==> config.mk <==
export PLATFORM = sky130hd
export DESIGN_NAME = tick_timer_ctrl_flat
export DESIGN_NICKNAME = d
export VERILOG_FILES = /design/src/rtl/tick_timer_if.sv /design/src/rtl/tick_timer_ctrl.sv /design/src/flat_wrapper.sv
export SDC_FILE = /design/constraint.sdc
export NUM_CORES = 1
export LEC_CHECK = 0
export ABC_AREA = 1
export BUFFER_PORTS_ARGS = -buffer_cell sky130_fd_sc_hd__clkbuf_2
export CAP_MARGIN = 20
export CORE_ASPECT_RATIO = 0.6
export CORE_MARGIN = 3
export CORE_UTILIZATION = 30
export CTS_BUF_LIST = sky130_fd_sc_hd__clkbuf_4 sky130_fd_sc_hd__clkbuf_8 sky130_fd_sc_hd__clkbuf_16
export CTS_CLUSTER_SIZE = 14
export DETAILED_ROUTE_END_ITERATION = 10
export PLACE_DENSITY = 0.48
export SYNTH_ARGS = -nofsm -noshare
export SYNTH_HDL_FRONTEND = slang
export SYNTH_SLANG_ARGS = --single-unit
==> constraint.sdc <==
create_clock -name clk -period 1.55 [get_ports clk]
set_input_delay 0 -clock clk [delete_from_list [all_inputs] [get_ports clk]]
set_output_delay 0 -clock clk [all_outputs]
set_load 0.03 [all_outputs]
==> src/rtl/tick_timer_if.sv <==
// Bus bundle between a Simplez peripheral master and tick_timer_ctrl.
// Optional irq/irq_ack pair is present only when TICK_TIMER_IRQ_EN is defined.
interface tick_timer_if #(
  parameter int unsigned W = 8
) ();
  logic         start;
  logic         stop;
  logic [W-1:0] count;
  logic         periodic;
  logic         busy;
  logic         done;
  logic         tick_out;
  logic [W-1:0] remaining;
`ifdef TICK_TIMER_IRQ_EN
  logic         irq;
  logic         irq_ack;
`endif

  modport master (
    output start,
    output stop,
    output count,
    output periodic,
`ifdef TICK_TIMER_IRQ_EN
    output irq_ack,
    input  irq,
`endif
    input  busy,
    input  done,
    input  tick_out,
    input  remaining
  );

  modport slave (
    input  start,
    input  stop,
    input  count,
    input  periodic,
`ifdef TICK_TIMER_IRQ_EN
    input  irq_ack,
    output irq,
`endif
    output busy,
    output done,
    output tick_out,
    output remaining
  );
endinterface

==> src/rtl/tick_timer_ctrl.sv <==
// Programmable one-shot/periodic timer: modulo-M prescaler sequenced to count N ticks.
// Define TICK_TIMER_IRQ_EN to add a sticky irq output with irq_ack clear.
module tick_timer_ctrl #(
  parameter int unsigned M = 1200000,
  parameter int unsigned W = 8
) (
  input  logic        clk,
  input  logic        rst,
  tick_timer_if.slave bus
);

  localparam int unsigned PW = (M > 1) ? $clog2(M) : 1;
  localparam logic [PW-1:0] PrescLast = PW'(M - 1);

  typedef enum logic {StIdle, StRun} state_e;

  state_e        state_q, state_d;
  logic [PW-1:0] presc_q, presc_d;
  logic [W-1:0]  remaining_q, remaining_d;
  logic [W-1:0]  reload_q, reload_d;
  logic          periodic_q, periodic_d;
  logic          done_q, done_d;
  logic          tick;

  assign tick = (state_q == StRun) && (presc_q == PrescLast);

  always_comb begin
    state_d     = state_q;
    presc_d     = presc_q;
    remaining_d = remaining_q;
    reload_d    = reload_q;
    periodic_d  = periodic_q;
    done_d      = 1'b0;

    if (bus.stop) begin
      // Stop beats a simultaneous start; in IDLE this leaves everything as is.
      if (state_q == StRun) begin
        state_d     = StIdle;
        presc_d     = '0;
        remaining_d = '0;
      end
    end else if (bus.start) begin
      presc_d = '0;
      if (bus.count != '0) begin
        state_d     = StRun;
        remaining_d = bus.count;
        reload_d    = bus.count;
        periodic_d  = bus.periodic;
      end else begin
        state_d     = StIdle;
        remaining_d = '0;
        done_d      = 1'b1;
      end
    end else if (state_q == StRun) begin
      presc_d = tick ? '0 : presc_q + 1'b1;
      if (tick) begin
        if (remaining_q == W'(1)) begin
          done_d = 1'b1;
          if (periodic_q) begin
            remaining_d = reload_q;
          end else begin
            state_d     = StIdle;
            remaining_d = '0;
          end
        end else if (remaining_q != '0) begin
          remaining_d = remaining_q - 1'b1;
        end
      end
    end
  end

  always_ff @(posedge clk) begin
    if (rst) begin
      state_q     <= StIdle;
      presc_q     <= '0;
      remaining_q <= '0;
      reload_q    <= '0;
      periodic_q  <= 1'b0;
      done_q      <= 1'b0;
    end else begin
      state_q     <= state_d;
      presc_q     <= presc_d;
      remaining_q <= remaining_d;
      reload_q    <= reload_d;
      periodic_q  <= periodic_d;
      done_q      <= done_d;
    end
  end

  assign bus.busy      = (state_q == StRun);
  assign bus.done      = done_q;
  assign bus.tick_out  = tick && !bus.stop;
  assign bus.remaining = remaining_q;

`ifdef TICK_TIMER_IRQ_EN
  logic irq_q, irq_d;

  // Set wins over a same-cycle ack so no expiry is lost.
  assign irq_d = done_d || (irq_q && !bus.irq_ack);

  always_ff @(posedge clk) begin
    if (rst) begin
      irq_q <= 1'b0;
    end else begin
      irq_q <= irq_d;
    end
  end

  assign bus.irq = irq_q;
`endif

endmodule

==> src/flat_wrapper.sv <==
// flat-port wrapper written by rule: the top's interface ports become plain ports
module tick_timer_ctrl_flat 
#(
  parameter int unsigned M = 1200000,
  parameter int unsigned W = 8
)
  (clk, rst, bus_start, bus_stop, bus_count, bus_periodic, bus_busy, bus_done, bus_tick_out, bus_remaining);
  tick_timer_if #(.W(W)) bus_i ();
  input  logic clk;
  input  logic rst;
  input wire logic [$bits(bus_i.start)-1:0] bus_start;
  input wire logic [$bits(bus_i.stop)-1:0] bus_stop;
  input wire logic [$bits(bus_i.count)-1:0] bus_count;
  input wire logic [$bits(bus_i.periodic)-1:0] bus_periodic;
  output wire logic [$bits(bus_i.busy)-1:0] bus_busy;
  output wire logic [$bits(bus_i.done)-1:0] bus_done;
  output wire logic [$bits(bus_i.tick_out)-1:0] bus_tick_out;
  output wire logic [$bits(bus_i.remaining)-1:0] bus_remaining;
  assign bus_i.start = bus_start;
  assign bus_i.stop = bus_stop;
  assign bus_i.count = bus_count;
  assign bus_i.periodic = bus_periodic;
  assign bus_busy = bus_i.busy;
  assign bus_done = bus_i.done;
  assign bus_tick_out = bus_i.tick_out;
  assign bus_remaining = bus_i.remaining;
  tick_timer_ctrl #(.M(M), .W(W)) u_core (.clk(clk), .rst(rst), .bus(bus_i));
endmodule
==> out/qor.yml <==
p_leak_uw: 0.00143
diodes: 0
rows: 23
crit_family: "simple AND/OR/NAND/NOR gates"
first_pass_iters: 4
rsz0062_at_grt: "true"
yosysWarnings: 0
dp_cells: 492
syn_inst: 343
dpl.hpwl_um: 4770
finalPower_uw: 2770
multiInputGateArea_um2: 1470
antenna_found_initial: 0
vias_per_cell: 4.42
hp-start: "bus_count[2]"
timing.fmax_mhz: 650
place_area_um2: 2690
final_area_um2: 3180
worst_slack_ns: 0.0116
synth.distinct_cells: 34
slowest_stage: "dfxtp_2"
drv_cap: 0
die_h_um: 72.8
hold_viol: 0
routed_wl_um: 6570
p_per_area_nw_per_um2: 870
peakVddDrop_uv: 431
whs_ns: 0.0221
grt_pass1_wl_um: 10000
cts.path.max_buffers: 2
cts_made_buffers: 5
crit_required_ns: 1.55
num_vias: 2267
num_io_pins: 24
timing.rr.start: "u_core.presc_q[0]$_SDFFE_PP0P_"
netlist_area_um2: 2230
clk_latency_ns: 0.29
clockRootBuffer: "clkbuf_16"
first_global_vias: 1996
ctsHtreeMaxLevel: 2
port_buffers: 23
r2r-end: "u_core.presc_q[8]$_SDFFE_PP0P_"
cts_tree: "yes"
nNetsFinal: 429
fin_crit_sh: 0.993
r2r.worst_path.cells: 9
clock_skew_ns: 0.00846
synth-seq-cells: 40
grt_overflow: 0
hold_path.class: "input pin to register"
status: "completed"
whs_path_depth: 3
area_delta_synth_final_pct: 42.8
post_drt_wl_per_cell_um: 12.8
max_stage_delay_ns: 0.36
crit_type: "register to primary output"
fin_crit_ns: 1.54
cp_num_buf_inv: 2
setup_viol: 0
die_area_um2: 8540
startpoint_type: "register"
avgSynthCellArea_um2: 6.50
fillCellCount: 711
crit_arrival_ns: 1.54
ant_nets: 0
seq_area_um2: 810
grt_start_max_net_pins: 14
ff2ff_setup_slack_ns: 0.03
start_util: 0.321
relSlewSlack: 0.564
endpoint_kind: "primary output"
slew_viol_final: 0
fin_cells: 513
drive_gt1_frac: 0.339
synth_fp_nets: 360
cts.reportedPaths.clkPinSlew_ns: 0.06
cts.sinks: 40
preCtsSetupSlack_ns: -0.0526
ys_seq_area_frac: 0.359
drc: 0
synth_ff_type: "dfxtp_1"
first_iter_violations: 103
grt_util_all_layers: 0.155
critPathMaxFanout: 3
worstMarginPinSlew_ns: 0.652
core_um2: 6940
place.gp.congestion: 0.798
synth_edf_count: 0
cp_cell_sequence: "ha_4 > nand3_4 > nor3_4 > nand3_2 > buf_6 > nor2_4 > buf_8"
die_width_um: 117
crit_start: "u_core.presc_q[0]$_SDFFE_PP0P_"
synthArstFlopShare: 0
hold_path_end: "u_core.reload_q[2]$_SDFFE_PP0P_"
## final cells by class
cell class / count / area share
clock buffers: 6 / 0.0436
clock inverters: 2 / 0.00314
inverters: 34 / 0.0409
multi-input cells: 264 / 0.461
flip-flops and latches: 40 / 0.254
well taps: 100 / 0.0393
repair buffers: 67 / 0.157
## worst register-to-register path, delay by kind of cell, from the launching register on
kind,cells,cell delay (ns)
DFF,1,0.36
buffers and inverters,1,0.17
and+or+nand+nor,7,0.72
adders and majority gates,1,0.17
## routing by layer
| metal | track usage | wire, um | vias up |
|---|---|---|---|
| li1 | - | - | 1225 |
| met1 | 0.253 | 3810 | 1005 |
| met2 | 0.195 | 2390 | 33 |
| met3 | 0.0406 | 321 | 4 |
| met4 | 0.0344 | 47 | 0 |
| met5 | 0 | 0 | - |
## power breakdown
group | leakage (uW) | internal, uW | switching, uW
registers | 0.000328 | 1070 | 37.2
clock network | 0.0000766 | 636 | 438
logic | 0.00102 | 229 | 362
## flip-flops by register name, summed over array words and instances (netlist names)
register and count:
u_core.presc_q 21, u_core.bus.remaining 8, u_core.reload_q 8, u_core.bus.busy 1, u_core.bus.done 1, u_core.periodic_q 1
## cell families after synthesis
| group | share of synthesized area |
|---|---|
| simple gates | 0.436 |
| buf+inv | 0.0758 |
| flops | 0.359 |
| compound gates | 0.0752 |
| xor+xnor | 0.0314 |
| fa+ha+maj | 0.0224 |
## worst max path at each step
| stage | endpoint | cells past startpoint |
|---|---|---|
| floorplan | u_core.bus.remaining[5]$_SDFFE_PP0P_ | 10 |
| global placement | u_core.bus.remaining[2]$_SDFFE_PP0P_ | 8 |
| detailed placement | u_core.presc_q[20]$_SDFFE_PP0P_ | 9 |
| CTS | bus_tick_out | 7 |
| global route | u_core.presc_q[19]$_SDFFE_PP0P_ | 9 |
| finish | bus_tick_out | 7 |
## metrics by stage
step / setup TNS, ns / util
finish: 0 / 0.459
global route: -0.608 / 0.459
CTS: -0.257 / 0.426
detailed placement: -0.190 / 0.388
global placement: 0 / 0.388
floorplan: 0 / -
## cell usage in the layout (no fill, tap or decap), types with 4 or more instances in the layout
cell | synthesis | routed
nand2_4 | 0 | 4
dfxtp_1 | 40 | 33
nand3_1 | 19 | 13
buf_4 | 2 | 37
nand4_1 | 4 | 4
nor2_1 | 66 | 52
a21oi_1 | 22 | 21
inv_2 | 7 | 9
nand2_2 | 4 | 7
dfxtp_2 | 0 | 7
nor3_1 | 8 | 5
nor2_2 | 1 | 10
nand3_4 | 2 | 4
clkbuf_16 | 0 | 6
nand2_1 | 106 | 99
inv_1 | 24 | 22
nand3_2 | 1 | 6
o21ai_0 | 4 | 4
clkbuf_2 | 0 | 22
nor2_4 | 3 | 8
xor2_1 | 7 | 7
## cell usage after synthesis (3+ instances only)
master / instances / share of area
a21oi_1: 22 / 0.049
dfxtp_1: 40 / 0.36
ha_1: 4 / 0.022
inv_1: 24 / 0.040
inv_2: 7 / 0.012
nand2_1: 106 / 0.18
nand2_2: 4 / 0.011
nand3_1: 19 / 0.043
nand4_1: 4 / 0.011
nor2_1: 66 / 0.11
nor2_4: 3 / 0.015
nor3_1: 8 / 0.018
o21ai_0: 4 / 0.0090
xor2_1: 7 / 0.027
## repair_timing
item | in CTS | in global routing
cloned | 1 | 1
endpoints found under the hold margin | 3 | 0
setup endpoints to repair | 17 | 31
setup buffers | 0 | 8
hold buffers | 3 | 0
pin swaps | 3 | 19
resized for setup | 17 | 42
Note: power is estimated with default switching activity, not from simulation.
